===== src/rtl/scan_mux_pkg.sv =====
// Shared types and default sizing for the scan_mux channel selector.
package scan_mux_pkg;

    typedef enum logic [1:0] {
        ST_STATIC = 2'd0,
        ST_DWELL  = 2'd1,
        ST_ADV    = 2'd2
    } state_e;

    localparam int DEF_NUM_CH  = 4;
    localparam int DEF_DATA_W  = 8;
    localparam int DEF_DWELL_W = 4;

    // A two-channel mux still needs one select bit, so clamp at 1.
    function automatic int sel_width(input int n);
        return (n > 2) ? $clog2(n) : 1;
    endfunction

endpackage


===== src/rtl/scan_mux_next_ch.sv =====
// Finds the next enabled channel index above cur, wrapping to 0.
// Returns cur unchanged when no other channel is enabled.
module scan_mux_next_ch
    import scan_mux_pkg::*;
#(
    parameter int  NUM_CH = DEF_NUM_CH,
    localparam int SEL_W  = sel_width(NUM_CH)
) (
    input  logic [SEL_W-1:0]  cur,
    input  logic [NUM_CH-1:0] ch_en,
    output logic [SEL_W-1:0]  nxt,
    output logic              any_en
);

    logic             found;
    logic [SEL_W-1:0] cand;

    // Walk the channels in rotation order starting just above cur; first hit wins.
    always_comb begin
        nxt   = cur;
        found = 1'b0;
        cand  = '0;
        for (int k = 1; k < NUM_CH; k++) begin
            cand = SEL_W'((int'(cur) + k) % NUM_CH);
            if (!found && ch_en[cand]) begin
                nxt   = cand;
                found = 1'b1;
            end
        end
    end

    assign any_en = |ch_en;

endmodule


===== src/rtl/scan_mux.sv =====
// Registered channel selector with static selection and an auto-scan mode.
// Defining SCAN_MUX_LOCK_EN adds a lock input that freezes selection and FSM.
module scan_mux
    import scan_mux_pkg::*;
#(
    parameter int  NUM_CH  = DEF_NUM_CH,
    parameter int  DATA_W  = DEF_DATA_W,
    parameter int  DWELL_W = DEF_DWELL_W,
    localparam int SEL_W   = sel_width(NUM_CH)
) (
    input  logic                     clk,
    input  logic                     rst,
    input  logic                     mode,
    input  logic [SEL_W-1:0]         sel_in,
    input  logic [NUM_CH-1:0]        ch_en,
    input  logic [DWELL_W-1:0]       dwell,
    input  logic [NUM_CH*DATA_W-1:0] data_in,
`ifdef SCAN_MUX_LOCK_EN
    input  logic                     lock,
`endif
    output logic [DATA_W-1:0]        data_out,
    output logic [SEL_W-1:0]         sel_out,
    output logic                     valid_out,
    output logic                     sel_chg
);

    state_e             state_q, state_d;
    logic [SEL_W-1:0]   sel_q, sel_d;
    logic [DWELL_W-1:0] cnt_q, cnt_d;
    logic [DATA_W-1:0]  data_q, data_d;
    logic               valid_q, valid_d;
    logic               chg_q;
    logic               lock_w;
    logic               sel_in_ok;
    logic [SEL_W-1:0]   nxt_sel;
    logic               any_en;

`ifdef SCAN_MUX_LOCK_EN
    assign lock_w = lock;
`else
    assign lock_w = 1'b0;
`endif

    assign sel_in_ok = ({{(32-SEL_W){1'b0}}, sel_in} < 32'(NUM_CH));

    scan_mux_next_ch #(
        .NUM_CH (NUM_CH)
    ) u_next_ch (
        .cur    (sel_q),
        .ch_en  (ch_en),
        .nxt    (nxt_sel),
        .any_en (any_en)
    );

    // Lock overrides everything; mode=0 wins over any scan progress and drops the count.
    always_comb begin
        state_d = state_q;
        sel_d   = sel_q;
        cnt_d   = cnt_q;
        if (!lock_w) begin
            if (!mode) begin
                state_d = ST_STATIC;
                cnt_d   = '0;
                if (sel_in_ok) begin
                    sel_d = sel_in;
                end
            end else begin
                unique case (state_q)
                    ST_STATIC: begin
                        state_d = ST_DWELL;
                        cnt_d   = dwell;
                    end
                    ST_DWELL: begin
                        if (cnt_q == '0) begin
                            state_d = ST_ADV;
                        end else begin
                            cnt_d = cnt_q - 1'b1;
                        end
                    end
                    ST_ADV: begin
                        state_d = ST_DWELL;
                        cnt_d   = dwell;
                        if (any_en) begin
                            sel_d = nxt_sel;
                        end
                    end
                    default: begin
                        state_d = ST_STATIC;
                        cnt_d   = '0;
                    end
                endcase
            end
        end
    end

    always_comb begin
        data_d  = '0;
        valid_d = 1'b0;
        for (int i = 0; i < NUM_CH; i++) begin
            if (sel_q == SEL_W'(i)) begin
                valid_d = ch_en[i];
                data_d  = ch_en[i] ? data_in[i*DATA_W +: DATA_W] : '0;
            end
        end
    end

    // Reset clears chg_q directly so abandoning a scan never produces a pulse.
    always_ff @(posedge clk) begin
        if (rst) begin
            state_q <= ST_STATIC;
            sel_q   <= '0;
            cnt_q   <= '0;
            data_q  <= '0;
            valid_q <= 1'b0;
            chg_q   <= 1'b0;
        end else begin
            state_q <= state_d;
            sel_q   <= sel_d;
            cnt_q   <= cnt_d;
            data_q  <= data_d;
            valid_q <= valid_d;
            chg_q   <= (sel_d != sel_q);
        end
    end

    assign data_out  = data_q;
    assign sel_out   = sel_q;
    assign valid_out = valid_q;
    assign sel_chg   = chg_q;

endmodule


===== config.mk =====
export PLATFORM = sky130hd
export DESIGN_NAME = scan_mux
export DESIGN_NICKNAME = d
export VERILOG_FILES = /design/src/rtl/scan_mux_pkg.sv /design/src/rtl/scan_mux_next_ch.sv /design/src/rtl/scan_mux.sv
export SDC_FILE = /design/constraint.sdc
export NUM_CORES = 1
export LEC_CHECK = 0
export BUFFER_PORTS_ARGS = -buffer_cell sky130_fd_sc_hd__buf_2
export CORE_MARGIN = 4
export CORE_UTILIZATION = 48
export CTS_BUF_LIST = sky130_fd_sc_hd__clkbuf_8
export DETAILED_ROUTE_END_ITERATION = 8
export PLACE_DENSITY = 0.93
export SYNTH_ARGS = -nofsm -noshare
export SYNTH_HDL_FRONTEND = slang
export SYNTH_SLANG_ARGS = --single-unit

===== constraint.sdc =====
create_clock -name clk -period 3.3 [get_ports clk]
set_clock_uncertainty 0.1 [all_clocks]
set_input_delay 0 -clock clk [delete_from_list [all_inputs] [get_ports clk]]
set_output_delay 0 -clock clk [all_outputs]
set_load 0.03 [all_outputs]

==> flow_summary.yaml, run 1 <==
run_status:
  status: "finished clean"
floorplan:
  die-area_um2: 3410
  chipHeight_um: 58.4
  coreArea_um2: 2320
  initial_core_util: 0.526
  fp-row-count: 17
  ios: 57
  die_x_um: 58.4
worst_setup_path:
  ff2ff_path_depth: 9
  cp_max_fo: 13
  endpoint_kind: "flip-flop"
  critical_path_class: "flip-flop to flip-flop"
  critical_path_required_ns: 3.35
  r2r-start: "sel_out[0]"
  timing.rr.end: "data_out[6]"
  arrival_ns: 3.09
  startpoint_type: "flip-flop"
  reg2reg_slack_ns: 0.26
placed_design:
  hpwl_um: 2400
  place_congestion: 0.849
  io_buffers: 56
clock_tree:
  cts_made_buffers: 3
  root_buffer: "clkbuf_8"
  cts_tree: "built"
  cts.path.max_buffers: 2
  clkSinkCount: 18
  htreeDepth: 1
  postCtsSetupBuffers: 0
  clkSlewWorstSetupHoldPaths_ns: 0.07
  clock_latency_ns: 0.25
global_route:
  antenna_found_initial: 0
  grt_first_pass_wirelength_um: 5790
  grt_pass1_vias: 1341
  grt_overflow: 0
  grtUsageTotal: 0.215
  grt_max_degree: 19
routing:
  vias: 1429
  wl_per_cell_um: 14.6
  drt-initial-drc-count: 48
  vias_per_cell: 5.67
  met2_length_um: 1930
  top_layer_used: "met4"
  wl_um: 3680
  wl_met3_um: 242
  drc: 0
  antenna_left: 0
  wl_met1_um: 1370
  drt-pass1-iter-count: 4
yosys:
  yosysSeqAreaShare: 0.296
  ys_seq_elements: 18
  synth_most_common_cell: "nor2_1"
  synthesis.nets: 205
  synth_top_area_frac: 0.296
  yosys_most_used_dff: "dfxtp_1"
  synthTopCellsByArea: "dfxtp_1, a221oi_1, ha_1"
  async_flop_share: 0
  synth_warnings: 0
  avgSynthCellArea_um2: 7.91
  synthTopCellsByCount: "nor2_1, dfxtp_1, nand2_1"
  syn_inst: 154
  synth-edff-count: 0
  synth_area_um2: 1220
  ys_types: 36
  yosys.area.top_type: "dfxtp_1"
layout:
  syn2layout_area_growth_pct: 43.8
  multi_input_area_um2: 786
  seqCellArea_um2: 363
  utilization: 0.756
  layout-drive-gt1-share: 0.290
  antenna_cells: 0
  nFillCells: 161
  final_nets: 276
sta:
  rsz0062_at_grt: "false"
  clock.fmax_mhz: 329
  min_period_ns: 3.04
  period_share: 0.922
  hold_viol: 0
  slew_headroom: 0.626
  setup-violations-final: 0
  tightest_slew_ns: 0.562
  drv_slew: 0
  setup_tns_ns: 0
power_and_ir_drop:
  ir_drop_uv: 234
  leakagePower_uw: 0.000811
  power_density_nw_per_um2: 367
min_path:
  holdPathStages: 3
  worstHoldStart: "sel_in[1]"
  min-delay-path-class: "input pin to flip-flop"
  whs_endpoint: "sel_out[1]"
flow_run:
  max_cap_violations: 0
[timing repair]
| item | CTS | global route |
|---|---|---|
| resized for setup | 0 | 2 |
| endpoints found under the setup margin | 0 | 1 |
| endpoints found under the hold margin | 10 | 0 |
| hold buffers | 20 | 0 |
[worst max path at each step]
stage | from | end | cells after the start
after floorplan | sel_out[0] | sel_chg | 8
after global routing | sel_out[0] | data_out[6] | 9
after detailed placement | sel_out[0] | sel_chg | 7
after global placement | sel_out[0] | sel_chg | 7
after CTS | sel_out[0] | data_out[6] | 9
final | sel_out[0] | data_out[6] | 9
[area by class of cell]
cell class                      instances  share of cell area
Clock buffer                            4              0.0314
Inverter                                9              0.0193
Multi-Input combinational cell        117               0.448
Sequential cell                        18               0.207
Tap cell                               28              0.0200
Timing Repair Buffer                   76               0.274
[where the power goes]
| part | internal [µW] | switching [µW] | total, µW |
|---|---|---|---|
| clock network | 106 | 76.2 | 182 |
| logic | 103 | 113 | 215 |
| registers | 234 | 12.3 | 246 |
| total | 442 | 201 | 643 |
[metal layers]
layer  up-vias  track usage
met5         -            0
met4         0        0.106
met3        13       0.0395
met2        64        0.408
met1       651        0.221
li1        701            -
[layout by cell type, fill, tap and decap left out, types with 3 or more instances in the layout]
cell           Yosys  final
a211oi_1           9      9
a21oi_1            9      9
a221oi_1           9      9
and3_1             3      3
buf_2              1     56
clkbuf_8           0      4
dfxtp_1           18     16
dlygate4sd3_1      0     20
ha_1               6      6
inv_1              9      9
nand2_1           12     12
nand2b_1           6      6
nor2_1            20     20
nor2b_1            4      4
o21ai_0            3      3
o221ai_1           4      4
[registers in the layout, summed over array words and instances, names as in the netlist]
register and cells:
data_out 8, sel_chg 1, valid_out 1, cnt_q 4, sel_out 2, state_q 2
[metrics by stage]
stage               total power, µW  hold slack [ns]  cells  area (µm²)  setup WS (ns)
floorplan                       377          -0.0279    154        1220          0.706
global placement                432            0.136    228        1500          0.757
detailed placement              436            0.138    228        1500          0.582
CTS                             634           0.0189    252        1750          0.146
global route                    676           0.0363    252        1750          0.137
finish                          643           0.0197    252        1750          0.259
[cell families (layout without fill, tap and decap cells)]
| family | after synthesis | count (layout) | synth area share |
|---|---|---|---|
| XOR/XNOR | 3 | 3 | 0.0216 |
| multiplexers | 3 | 3 | 0.0452 |
| AO/OA/AOI/OAI | 45 | 45 | 0.266 |
| AND/OR/NAND/NOR | 60 | 60 | 0.251 |
| buffers and inverters | 19 | 89 | 0.0595 |
| adder cells (fa/ha/maj) | 6 | 6 | 0.0616 |
| flip-flops | 18 | 18 | 0.296 |
[worst max-delay path: stages, from the launching register on]
cell and delay, ns:
dfxtp_2 0.47, inv_1 0.12, ha_1 0.20, and3b_1 0.26
a221oi_1 0.34, a211oi_1 0.08, a31oi_1 0.19, dlygate4sd3_1 0.57
nor2_1 0.04, dlygate4sd3_1 0.56
(Power assumes the default switching activity.)
==> run 2, diff against run 1 <==
--- a/config.mk
+++ b/config.mk
@@ -10,7 +10,7 @@
 export CORE_UTILIZATION = 48
 export CTS_BUF_LIST = sky130_fd_sc_hd__clkbuf_8
 export DETAILED_ROUTE_END_ITERATION = 8
-export PLACE_DENSITY = 0.93
+export PLACE_DENSITY = 0.91
 export SYNTH_ARGS = -nofsm -noshare
 export SYNTH_HDL_FRONTEND = slang
 export SYNTH_SLANG_ARGS = --single-unit
==> flow_summary.yaml, run 2 (synthesis results as in run 1) <==
run_status:
  status: "finished clean"
global_route:
  grt_max_degree: 19
  antenna_found_initial: 0
  grtUsageTotal: 0.216
  grt_pass1_vias: 1330
  grt_overflow: 0
  grt_first_pass_wirelength_um: 5750
routing:
  wl_per_cell_um: 13.7
  antenna_left: 0
  drt-initial-drc-count: 54
  drt-pass1-iter-count: 4
  vias_per_cell: 5.62
  vias: 1423
  drc: 0
  wl_um: 3470
power_and_ir_drop:
  leakagePower_uw: 0.000817
  p_total_uw: 644
  ir_drop_uv: 265
  power_density_nw_per_um2: 366
worst_setup_path:
  arrival_ns: 3.06
  startpoint_type: "flip-flop"
  critical_path_class: "flip-flop to flip-flop"
  critical_path_required_ns: 3.36
  endpoint_kind: "flip-flop"
  cp_max_fo: 13
layout:
  multi_input_area_um2: 786
  antenna_cells: 0
  layout.cells.non_filler: 253
  layout-drive-gt1-share: 0.289
  mostFrequentLayoutCells: "buf_2, dlygate4sd3_1, nor2_1"
  utilization: 0.760
  final_nets: 277
  final_common_cell: "buf_2"
  largest_reg_flops: 8
  seqCellArea_um2: 363
  nFillCells: 153
  syn2layout_area_growth_pct: 44.7
clock_tree:
  clock_latency_ns: 0.26
  clkSinkCount: 18
  cts_tree: "built"
  root_buffer: "clkbuf_8"
  postCtsSetupBuffers: 0
  htreeDepth: 1
  clkSlewWorstSetupHoldPaths_ns: 0.08
  cts_made_buffers: 3
  cts.path.max_buffers: 2
flow_run:
  max_cap_violations: 0
placed_design:
  place_congestion: 0.823
  dp.cells: 228
  io_buffers: 56
  hpwl_um: 2340
  dpl_worst_slack_ns: 0.590
sta:
  min_period_ns: 3.00
  fin_ws_ns: 0.298
  hold_viol: 0
  period_share: 0.910
  setup_tns_ns: 0
  setup-violations-final: 0
  tightest_slew_ns: 0.563
  clock.fmax_mhz: 333
  rsz0062_at_grt: "false"
  slew_headroom: 0.625
  drv_slew: 0
floorplan:
  chipHeight_um: 58.4
  initial_core_util: 0.526
  die_x_um: 58.4
  die-area_um2: 3410
  coreArea_um2: 2320
  fp-row-count: 17
  ios: 57
min_path:
  min-delay-path-class: "input pin to flip-flop"
-- run 2: report_power, final --
part / internal, µW / leakage, µW / switching [µW] / total [µW]
sequential: 234 / 0.000149 / 11.7 / 245
clock: 106 / 0.0000288 / 79.1 / 185
combinational: 104 / 0.000639 / 110 / 214
-- run 2: final timing paths --
| check | start | to | slack [ns] | cells after the start |
|---|---|---|---|---|
| worst min register to register | state_q[1] | state_q[0] | 0.43 | 2 |
| worst min-delay path | mode | sel_out[1] | 0.02 | 3 |
| worst max register to register | sel_out[0] | data_out[6] | 0.30 | 9 |
| worst max-delay path | sel_out[0] | data_out[6] | 0.30 | 9 |
-- run 2: what timing repair did --
action / CTS / global route
endpoints found under the hold margin: 10 / 0
hold buffers: 21 / 0
resized for setup: 0 / 2
setup endpoints to repair: 0 / 1
-- run 2: critical path, cell delays in order (launching register included) --
cell and delay (ns):
dfxtp_2 0.48, inv_1 0.12, ha_1 0.21, and3b_1 0.27
a221oi_1 0.33, a211oi_1 0.09, a31oi_1 0.16, dlygate4sd3_1 0.56
nor2_1 0.04, dlygate4sd3_1 0.55
-- run 2: metal layers --
layer | vias up | routed length, µm | GRT usage
li1 | 705 | - | -
met1 | 640 | 1390 | 0.238
met2 | 70 | 1710 | 0.386
met3 | 8 | 276 | 0.0417
met4 | 0 | 82 | 0.113
met5 | - | 0 | 0
-- run 2: stage by stage --
step	instance area [µm²]	hold slack, ns
2_1_floorplan	1220	-0.0279
3_3_place_gp	1500	0.138
3_5_place_dp	1500	0.137
4_1_cts	1760	0.0186
5_1_grt	1760	0.0467
6_report	1760	0.0212
-- run 2: layout make-up --
class | instances | share of cell area
multi-input combinational | 117 | 0.446
timing repair buffer | 77 | 0.278
sequential | 18 | 0.206
clock buffer | 4 | 0.0312
tap | 28 | 0.0199
inverter | 9 | 0.0192
==> run 3, diff against run 2 <==
--- a/config.mk
+++ b/config.mk
@@ -10,6 +10,7 @@
 export CORE_UTILIZATION = 48
 export CTS_BUF_LIST = sky130_fd_sc_hd__clkbuf_8
 export DETAILED_ROUTE_END_ITERATION = 8
+export GPL_TIMING_DRIVEN = 0
 export PLACE_DENSITY = 0.91
 export SYNTH_ARGS = -nofsm -noshare
 export SYNTH_HDL_FRONTEND = slang
==> flow_summary.yaml, run 3 (synthesis results as in run 1) <==
clock_tree:
  cts_made_buffers: 3
  htreeDepth: 1
  cts.path.max_buffers: 2
  clock_latency_ns: 0.25
  root_buffer: "clkbuf_8"
  clkSlewWorstSetupHoldPaths_ns: 0.07
  postCtsSetupBuffers: 0
  cts_tree: "built"
  clkSinkCount: 18
  post_cts_resize_count: 0
placed_design:
  place_congestion: 0.785
  io_buffers: 56
  place_area_um2: 1530
  hpwl_um: 2430
routing:
  drt-initial-drc-count: 34
  antenna_left: 0
  wl_um: 3360
  drt-pass1-iter-count: 4
  vias: 1374
  vias_per_cell: 5.45
  drc: 0
  wl_per_cell_um: 13.3
worst_setup_path:
  startpoint_type: "flip-flop"
  endpoint_kind: "flip-flop"
  critical_path_required_ns: 3.39
  arrival_ns: 2.95
  cp_max_fo: 9
  critical_path_class: "flip-flop to flip-flop"
sta:
  period_share: 0.867
  tightest_slew_ns: 0.408
  min_period_ns: 2.86
  setup_tns_ns: 0
  setup-violations-final: 0
  hold_viol: 0
  drv_slew: 0
  rsz0062_at_grt: "false"
  slew_headroom: 0.728
  clock.fmax_mhz: 350
floorplan:
  chipHeight_um: 58.4
  ios: 57
  die-area_um2: 3410
  coreArea_um2: 2320
  fp-row-count: 17
  initial_core_util: 0.526
  die_x_um: 58.4
layout:
  nFillCells: 194
  antenna_cells: 0
  final_nets: 276
  layout-drive-gt1-share: 0.286
  mostFrequentLayoutCells: "buf_2, nor2_1, dfxtp_1"
  largest_reg_flops: 8
  final_common_cell: "buf_2"
  syn2layout_area_growth_pct: 38.6
  stdcell_area_um2: 1690
global_route:
  antenna_found_initial: 0
  grt_pass1_vias: 1295
  grt_first_pass_wirelength_um: 5650
  grt_max_degree: 11
  grtUsageTotal: 0.207
  grt_overflow: 0
run_status:
  status: "finished clean"
power_and_ir_drop:
  p_total_uw: 622
  leakagePower_uw: 0.000769
  power_density_nw_per_um2: 368
  ir_drop_uv: 288
min_path:
  min-delay-path-class: "input pin to flip-flop"
flow_run:
  max_cap_violations: 0
==> run 3: cell count changes in the layout (fill, tap and decap cells not counted) <==
cell,change
clkbuf_1,+9
dfxtp_2,-2
buf_2,+1
dlygate4sd3_1,-11
dfxtp_1,+2
==> run 3: worst paths after layout <==
check                   from    endpoint  slack [ns]  cells after the start
setup / recovery  sel_out[1]  sel_out[0]        0.44                      6
hold / removal     sel_in[1]  sel_out[1]        0.01                      3
setup reg to reg  sel_out[1]  sel_out[0]        0.44                      6
hold reg to reg     cnt_q[1]    cnt_q[1]        0.46                      2
==> run 3: worst max-delay path: stages, from the launching register on <==
cell and delay, ns:
dfxtp_1 0.51, mux4_2 0.56, or3_1 0.35, nor2b_4 0.14
or3_1 0.30, a311oi_1 0.26, dlygate4sd3_1 0.58
==> run 3: layer usage <==
layer  track usage  vias to the layer above  routed length [µm]
li1              -                      706                   -
met1         0.243                      615                1350
met2         0.375                       47                1770
met3        0.0373                        6                 197
met4        0.0662                        0                  44
met5             0                        -                   0
==> run 3: cell type report <==
| type | count | area [µm²] | area share |
|---|---|---|---|
| multi-input cells | 117 | 786 | 0.465 |
| repair buffers | 66 | 380 | 0.225 |
| flip-flops and latches | 18 | 360 | 0.213 |
| clock buffers | 4 | 55.1 | 0.0326 |
| plain buffers | 10 | 38.8 | 0.0230 |
| well taps | 28 | 35.0 | 0.0207 |
| inverters | 9 | 33.8 | 0.0200 |
==> run 3: power by group <==
| group | switching [µW] | leakage, µW | internal [µW] |
|---|---|---|---|
| clock network | 69.2 | 0.0000288 | 106 |
| registers | 9.81 | 0.000148 | 233 |
| logic | 111 | 0.000592 | 93.3 |
==> run 3: what timing repair did <==
action / in CTS / in global routing
endpoints found under the setup margin: 0 / 0
hold buffers: 10 / 0
hold endpoints to repair: 10 / 0
==> run 3: stage by stage <==
step	hold WS (ns)	cells	util	setup slack [ns]
floorplan	-0.0279	154	-	0.706
CTS	0.0152	252	0.729	0.459
detailed placement	0.122	238	0.662	0.657
global route	0.0591	252	0.729	0.297
finish	0.0134	252	0.729	0.439
global placement	0.133	238	0.662	0.675
